**src/rtl/mod_select_seq_pkg.sv**
```systemverilog
// mod_select_seq_pkg
//   Shared types and helpers for the sequential mod/compare/select datapath.
//   Holds the FSM state encoding, the default operand width and the helper
//   that sizes the iteration counter.
package mod_select_seq_pkg;

  // Default operand/result width used by the top level when not overridden.
  localparam int MODSEL_DEFAULT_WIDTH = 64;

  // FSM state encoding; the numeric values are fixed so that waveform
  // viewers and any external probes agree on what each code means.
  typedef enum logic [1:0] {
    MODSEL_IDLE = 2'd0,
    MODSEL_CALC = 2'd1,
    MODSEL_DONE = 2'd2
  } modsel_state_e;

  // Width of the iteration counter: ceil(log2(dataWidth)) bits, enough to
  // hold dataWidth-1, clamped to at least one bit so that tiny widths
  // still produce a legal vector.
  function automatic int modselCntWidth(input int dataWidth);
    int w;
    w = $clog2(dataWidth);
    if (w < 1) begin
      w = 1;
    end
    return w;
  endfunction

endpackage

```
**src/rtl/mod_select_seq_iter_step.sv**
```systemverilog
// mod_select_seq_iter_step
//   One step of a restoring divider, purely combinational.
//   The partial remainder is shifted left by one, the next dividend bit is
//   appended, and the divisor is subtracted when it fits.  Because the
//   incoming remainder is always smaller than the divisor, the result
//   always fits back into DATAWIDTH bits, so the top bit of the trial value
//   can be dropped after the subtraction.
//   With a zero divisor the trial value always "fits", so the step simply
//   shifts the dividend bits in; the top level still overrides that case
//   explicitly so the result does not depend on this side effect.
module mod_select_seq_iter_step
  import mod_select_seq_pkg::*;
#(
  parameter int DATAWIDTH = MODSEL_DEFAULT_WIDTH
) (
  input  logic [DATAWIDTH-1:0] i_remIn,
  input  logic                 i_aBit,
  input  logic [DATAWIDTH-1:0] i_c,
  output logic [DATAWIDTH-1:0] o_remOut
);

  logic [DATAWIDTH:0] w_trial;
  logic [DATAWIDTH:0] w_divisor;
  logic               w_fits;

  assign w_trial   = {i_remIn, i_aBit};
  assign w_divisor = {1'b0, i_c};
  assign w_fits    = (w_trial >= w_divisor);

  assign o_remOut  = DATAWIDTH'(w_fits ? (w_trial - w_divisor) : w_trial);

endmodule

```
**src/rtl/mod_select_seq.sv**
```systemverilog
// mod_select_seq
//   Sequential mod/compare/select block with valid/ready handshakes.
//   Computes g = a % c with an iterative restoring divider (one quotient
//   bit per cycle, MSB first, always DATAWIDTH iterations), then registers
//   z = (g == zero) ? c+1 : a-1.  A zero divisor defines g = a; latency does
//   not change for it.
//   Optional feature macro: MODSEL_DIVZERO_ERR_EN adds the o_err port, which
//   flags a result produced with a zero divisor.
module mod_select_seq
  import mod_select_seq_pkg::*;
#(
  parameter int DATAWIDTH = MODSEL_DEFAULT_WIDTH
) (
  input  logic                 i_clk,
  input  logic                 i_rst_n,
  input  logic                 i_in_valid,
  output logic                 o_in_ready,
  input  logic [DATAWIDTH-1:0] i_a,
  input  logic [DATAWIDTH-1:0] i_c,
  input  logic [DATAWIDTH-1:0] i_zero,
  output logic                 o_out_valid,
  input  logic                 i_out_ready,
  output logic [DATAWIDTH-1:0] o_z
`ifdef MODSEL_DIVZERO_ERR_EN
  ,
  output logic                 o_err
`endif
);

  localparam int CW = modselCntWidth(DATAWIDTH);
  localparam logic [CW-1:0] LAST_IDX = CW'(DATAWIDTH - 1);

  // Control state and captured job operands.
  modsel_state_e        r_state;
  logic [DATAWIDTH-1:0] r_a;
  logic [DATAWIDTH-1:0] r_c;
  logic [DATAWIDTH-1:0] r_zero;
  logic [DATAWIDTH-1:0] r_rem;
  logic [CW-1:0]        r_cnt;

  // Registered result side.
  logic [DATAWIDTH-1:0] r_z;
  logic                 r_outValid;
`ifdef MODSEL_DIVZERO_ERR_EN
  logic                 r_err;
`endif

  // Datapath wires.
  logic                 w_inReady;
  logic                 w_accept;
  logic                 w_aBit;
  logic [DATAWIDTH-1:0] w_remNext;
  logic                 w_divZero;
  logic [DATAWIDTH-1:0] w_g;
  logic [DATAWIDTH-1:0] w_cPlusOne;
  logic [DATAWIDTH-1:0] w_aMinusOne;
  logic [DATAWIDTH-1:0] w_zSel;

  // The block takes a new job when idle, or in the same cycle the current
  // result is being popped, so back-to-back streaming loses no cycle.
  assign w_inReady = (r_state == MODSEL_IDLE) ||
                     ((r_state == MODSEL_DONE) && i_out_ready);
  assign w_accept  = i_in_valid && w_inReady;

  // The counter walks from the MSB index down to zero, so it doubles as
  // the dividend bit selector and the "last iteration" detector.
  assign w_aBit = r_a[r_cnt];

  mod_select_seq_iter_step #(
    .DATAWIDTH (DATAWIDTH)
  ) u_iterStep (
    .i_remIn  (r_rem),
    .i_aBit   (w_aBit),
    .i_c      (r_c),
    .o_remOut (w_remNext)
  );

  // A zero divisor defines the remainder as the dividend itself; the
  // remainder from the final step is used only for a non-zero divisor.
  assign w_divZero   = (r_c == '0);
  assign w_g         = w_divZero ? r_a : w_remNext;

  // Both arms wrap modulo 2^DATAWIDTH; the compare uses the captured
  // zero value, never the live port.
  assign w_cPlusOne  = r_c + 1'b1;
  assign w_aMinusOne = r_a - 1'b1;
  assign w_zSel      = (w_g == r_zero) ? w_cPlusOne : w_aMinusOne;

  // Single FSM block: captures operands on accept, runs the DATAWIDTH
  // divider iterations, registers the selected result on the last one and
  // holds it until the consumer pops it.
  always_ff @(posedge i_clk or negedge i_rst_n) begin
    if (!i_rst_n) begin
      r_state    <= MODSEL_IDLE;
      r_a        <= '0;
      r_c        <= '0;
      r_zero     <= '0;
      r_rem      <= '0;
      r_cnt      <= '0;
      r_z        <= '0;
      r_outValid <= 1'b0;
`ifdef MODSEL_DIVZERO_ERR_EN
      r_err      <= 1'b0;
`endif
    end else begin
      if (w_accept) begin
        r_a    <= i_a;
        r_c    <= i_c;
        r_zero <= i_zero;
        r_rem  <= '0;
        r_cnt  <= LAST_IDX;
      end

      case (r_state)
        MODSEL_IDLE: begin
          if (w_accept) begin
            r_state <= MODSEL_CALC;
          end
        end

        MODSEL_CALC: begin
          r_rem <= w_remNext;
          r_cnt <= r_cnt - 1'b1;
          if (r_cnt == '0) begin
            r_state    <= MODSEL_DONE;
            r_z        <= w_zSel;
            r_outValid <= 1'b1;
`ifdef MODSEL_DIVZERO_ERR_EN
            r_err      <= w_divZero;
`endif
          end
        end

        MODSEL_DONE: begin
          if (i_out_ready) begin
            r_outValid <= 1'b0;
`ifdef MODSEL_DIVZERO_ERR_EN
            r_err      <= 1'b0;
`endif
            r_state    <= w_accept ? MODSEL_CALC : MODSEL_IDLE;
          end
        end

        default: begin
          r_state <= MODSEL_IDLE;
        end
      endcase
    end
  end

  assign o_in_ready  = w_inReady;
  assign o_out_valid = r_outValid;
  assign o_z         = r_z;
`ifdef MODSEL_DIVZERO_ERR_EN
  assign o_err       = r_err;
`endif

endmodule

```
**config.mk**
```make
export PLATFORM = sky130hd
export DESIGN_NAME = mod_select_seq
export DESIGN_NICKNAME = d
export VERILOG_FILES = /design/src/rtl/mod_select_seq_pkg.sv /design/src/rtl/mod_select_seq_iter_step.sv /design/src/rtl/mod_select_seq.sv
export SDC_FILE = /design/constraint.sdc
export NUM_CORES = 1
export LEC_CHECK = 0
export CAP_MARGIN = 10
export CORE_MARGIN = 2
export CORE_UTILIZATION = 35
export DETAILED_ROUTE_END_ITERATION = 7
export PLACE_DENSITY = 0.51
export SLEW_MARGIN = 10
export SYNTH_ARGS = -nofsm -noshare
export SYNTH_HDL_FRONTEND = slang
export SYNTH_SLANG_ARGS = --single-unit
export TNS_END_PERCENT = 5
```
**constraint.sdc**
```tcl
create_clock -name i_clk -period 14.8 [get_ports i_clk]
set_clock_uncertainty 0.2 [all_clocks]
set_input_delay 4.44 -clock i_clk [delete_from_list [all_inputs] [get_ports i_clk]]
set_output_delay 4.44 -clock i_clk [all_outputs]
set_load 0.02 [all_outputs]
```
==> results.md <==
- Post-Synth Adder-Cell Area: 3.657%
- RSZ-0062 raised after global routing: no
- Synth Flop Type: dfrtp_1
- Drt pass-1 iters: 5
- Unique masters post-synth: 98
- Design area: 28660 um^2
- Critical path arrival: 6.01 ns
- Setup crit end kind: primary output
- Max Slew Vio Count: 0
- Place WS: 4.159 ns
- DR WL/cell: 29.28 um
- All-layer global routing usage: between 30% and 40%
- Status: complete, no violations
- Reg2reg path depth: 22
- Commonest non-fill, non-tap cell in the layout: nand2_1
- Ys Warns: 0
- Inserted Clock Buffers: 43
- Syn Nets: about 3.3k
- Min cycle time layout: 10.65 ns
- Reg2Reg Setup Slack: 5.63 ns
- Simple-gate share of the synthesized area: 22.91%
- Vias: 24.30k
- Maximum clock path buffer count: 3
- Area growth syn-to-layout: 18.65%
- Antenna viol nets, final: 0
- CP Class: in -> out
- IO Port Bufs: 261
- FF-to-FF Start: r_cnt[1]
- Placed wire-length estimate: 94060 um
- Post-synthesis instance area: 24150 um^2
- Startpoint types: primary input
- Fmax: between 90 and 100 MHz
- First-pass GRT wire length: ~170000 um
- Die Span Y: 266.7 um
- Initial antenna violation count: 0
- Vias in the first global route: 23.18k
- Slew headroom: 18.62%
- CTS tree: done
- CP max FO: 3
- CTS Root Cell: clkbuf_16
- Most frequent cells in the layout: nand2_1, dfrtp_1, clkdlybuf4s50_1
- Nets: 3410
- Gr ovfl total: 0
- Multiplexer share of the synthesized area: 2.973%
- CTS resizes: 0
- Clock Latency Late Sink: around 0.60 ns
- Core area: ~70000 um^2
- # setup viols final: 0
- Reg clk slew, reported paths: 0.06 ns
- Share of cells above drive strength 1: under 10%
- Tightest Hold Check Type: reg -> reg
- EDFF count, synth: 0
- Worst Setup SP: i_out_ready
- Detailed Route WL: 118900 um
- Fill cells: 6985
- PnR worst setup slack: 4.152 ns
- Max H-tree Level: 2
- Postcts setup bufs: 0
- Setup TNS: 0 ns
- Fin. Hold Viols: 0
- CTS Hold Bufs: 0
- # DRC: 0
- Worst Tran Pin Value: 1.221 ns
- Vias per cell: 5.984
- Io pins: roughly 260
- FP Rows: 96
- Iter 0 DRT Violations: roughly 2.7k
- WP data required: 10.16 ns
- Post-Synth XOR/XNOR Area: 10.68%
- Width of the chip: 266.7 um
- Async set or reset register ratio after synthesis: 100.0%
- Syn Area/Cell: 8.006 um^2
- Main combinational cell family by area after synthesis: simple AND/OR/NAND/NOR gates
- DP Area: 27210 um^2
- RR Endpoint: o_z[18]
- Initial Utilization: 35.28%
- Gpl congestion: 0.9923
- Cells after Synth: around 3.0k
- TritonCTS Sinks: 329
- Seq/Total Area, Yosys: 34.09%
- Yosys reg bits: approximately 330
- Max Cap Viol: 0
- Setup crit end: o_in_ready
- Die Area: a little over 70000 um^2
- Largest net degree at the start of global routing: 162
- Period utilization: 71.95%
- Compound-Gate Fraction of Synth Area: around a fifth
-- per-layer routing --
metal	share of wire (%)	routed length, um	global-route usage (%)	vias to the layer above
li1	-	-	-	10971
met1	45	53510	47.30	12066
met2	45	53110	50.98	1101
met3	6.7	8009	3.487	163
met4	3.6	4279	11.24	0
met5	0	0	0	-
-- sequential cells by signal, indices dropped and copies added (netlist names) --
| name | count |
|---|---|
| o_out_valid | 1 |
| o_z | 64 |
| r_a | 64 |
| r_c | 64 |
| r_cnt | 6 |
| r_rem | 64 |
| r_state | 2 |
| r_zero | 64 |
-- cells in the mapped netlist (66+ instances only) --
library cell	number	area (um^2)
inv_1	117	439.2
ha_1	69	863.3
nand2_1	582	2185
nor2_1	161	604.3
nor3_1	80	400.4
xnor2_1	187	1638
xor2_1	95	832.1
o21ai_0	256	1281
clkbuf_1	137	514.2
dfrtp_1	329	8233
a21oi_1	165	825.8
nand3_1	108	540.5
nand4_1	66	412.9
-- worst min path at each step --
stage	startpoint	to	slack (ns)	cells past startpoint
final	o_z[36]	o_z[36]	0.30	2
after global routing	o_z[32]	o_z[32]	0.33	2
after CTS	o_z[32]	o_z[32]	0.30	2
after detailed placement	o_z[32]	o_z[32]	0.29	2
after global placement	o_z[32]	o_z[32]	0.28	2
after floorplan	r_zero[2]	r_zero[2]	0.27	2
-- stage by stage --
step	utilization, %	instances	hold WS [ns]
finish	41.86	4061	0.2968
global route	41.85	4060	0.3270
CTS	41.85	4060	0.3038
detailed placement	39.75	3981	0.2906
global placement	39.75	3981	0.2821
floorplan	-	3017	0.2655
-- worst max-delay path, cell delays in order --
cell and delay (ns):
clkdlybuf4s50_1 0.47, nand2b_1 0.11, nor2b_1 0.31, clkdlybuf4s50_1 0.67
-- cells by family after synthesis --
family / Yosys count
AO/OA/AOI/OAI: 769
XOR/XNOR: 287
adder cells (fa/ha/maj): 70
buffers and inverters: 319
flip-flops: 329
multiplexers: 46
AND/OR/NAND/NOR: 1197
-- layout make-up --
class | count | area, um^2 | area share [%]
multi-input combinational | 2369 | 14630 | 51.06
tap | 882 | 1104 | 3.851
clock buffer | 63 | 1221 | 4.261
clock inverter | 16 | 222.7 | 0.7771
sequential | 329 | 8233 | 28.73
antenna | 1 | 2.502 | 0.008732
timing repair buffer | 284 | 2803 | 9.780
inverter | 117 | 439.2 | 1.532
Power is left out: the tool's default activity adds up to more than one toggle a clock period on the data nets, which glitch-free logic cannot reach.
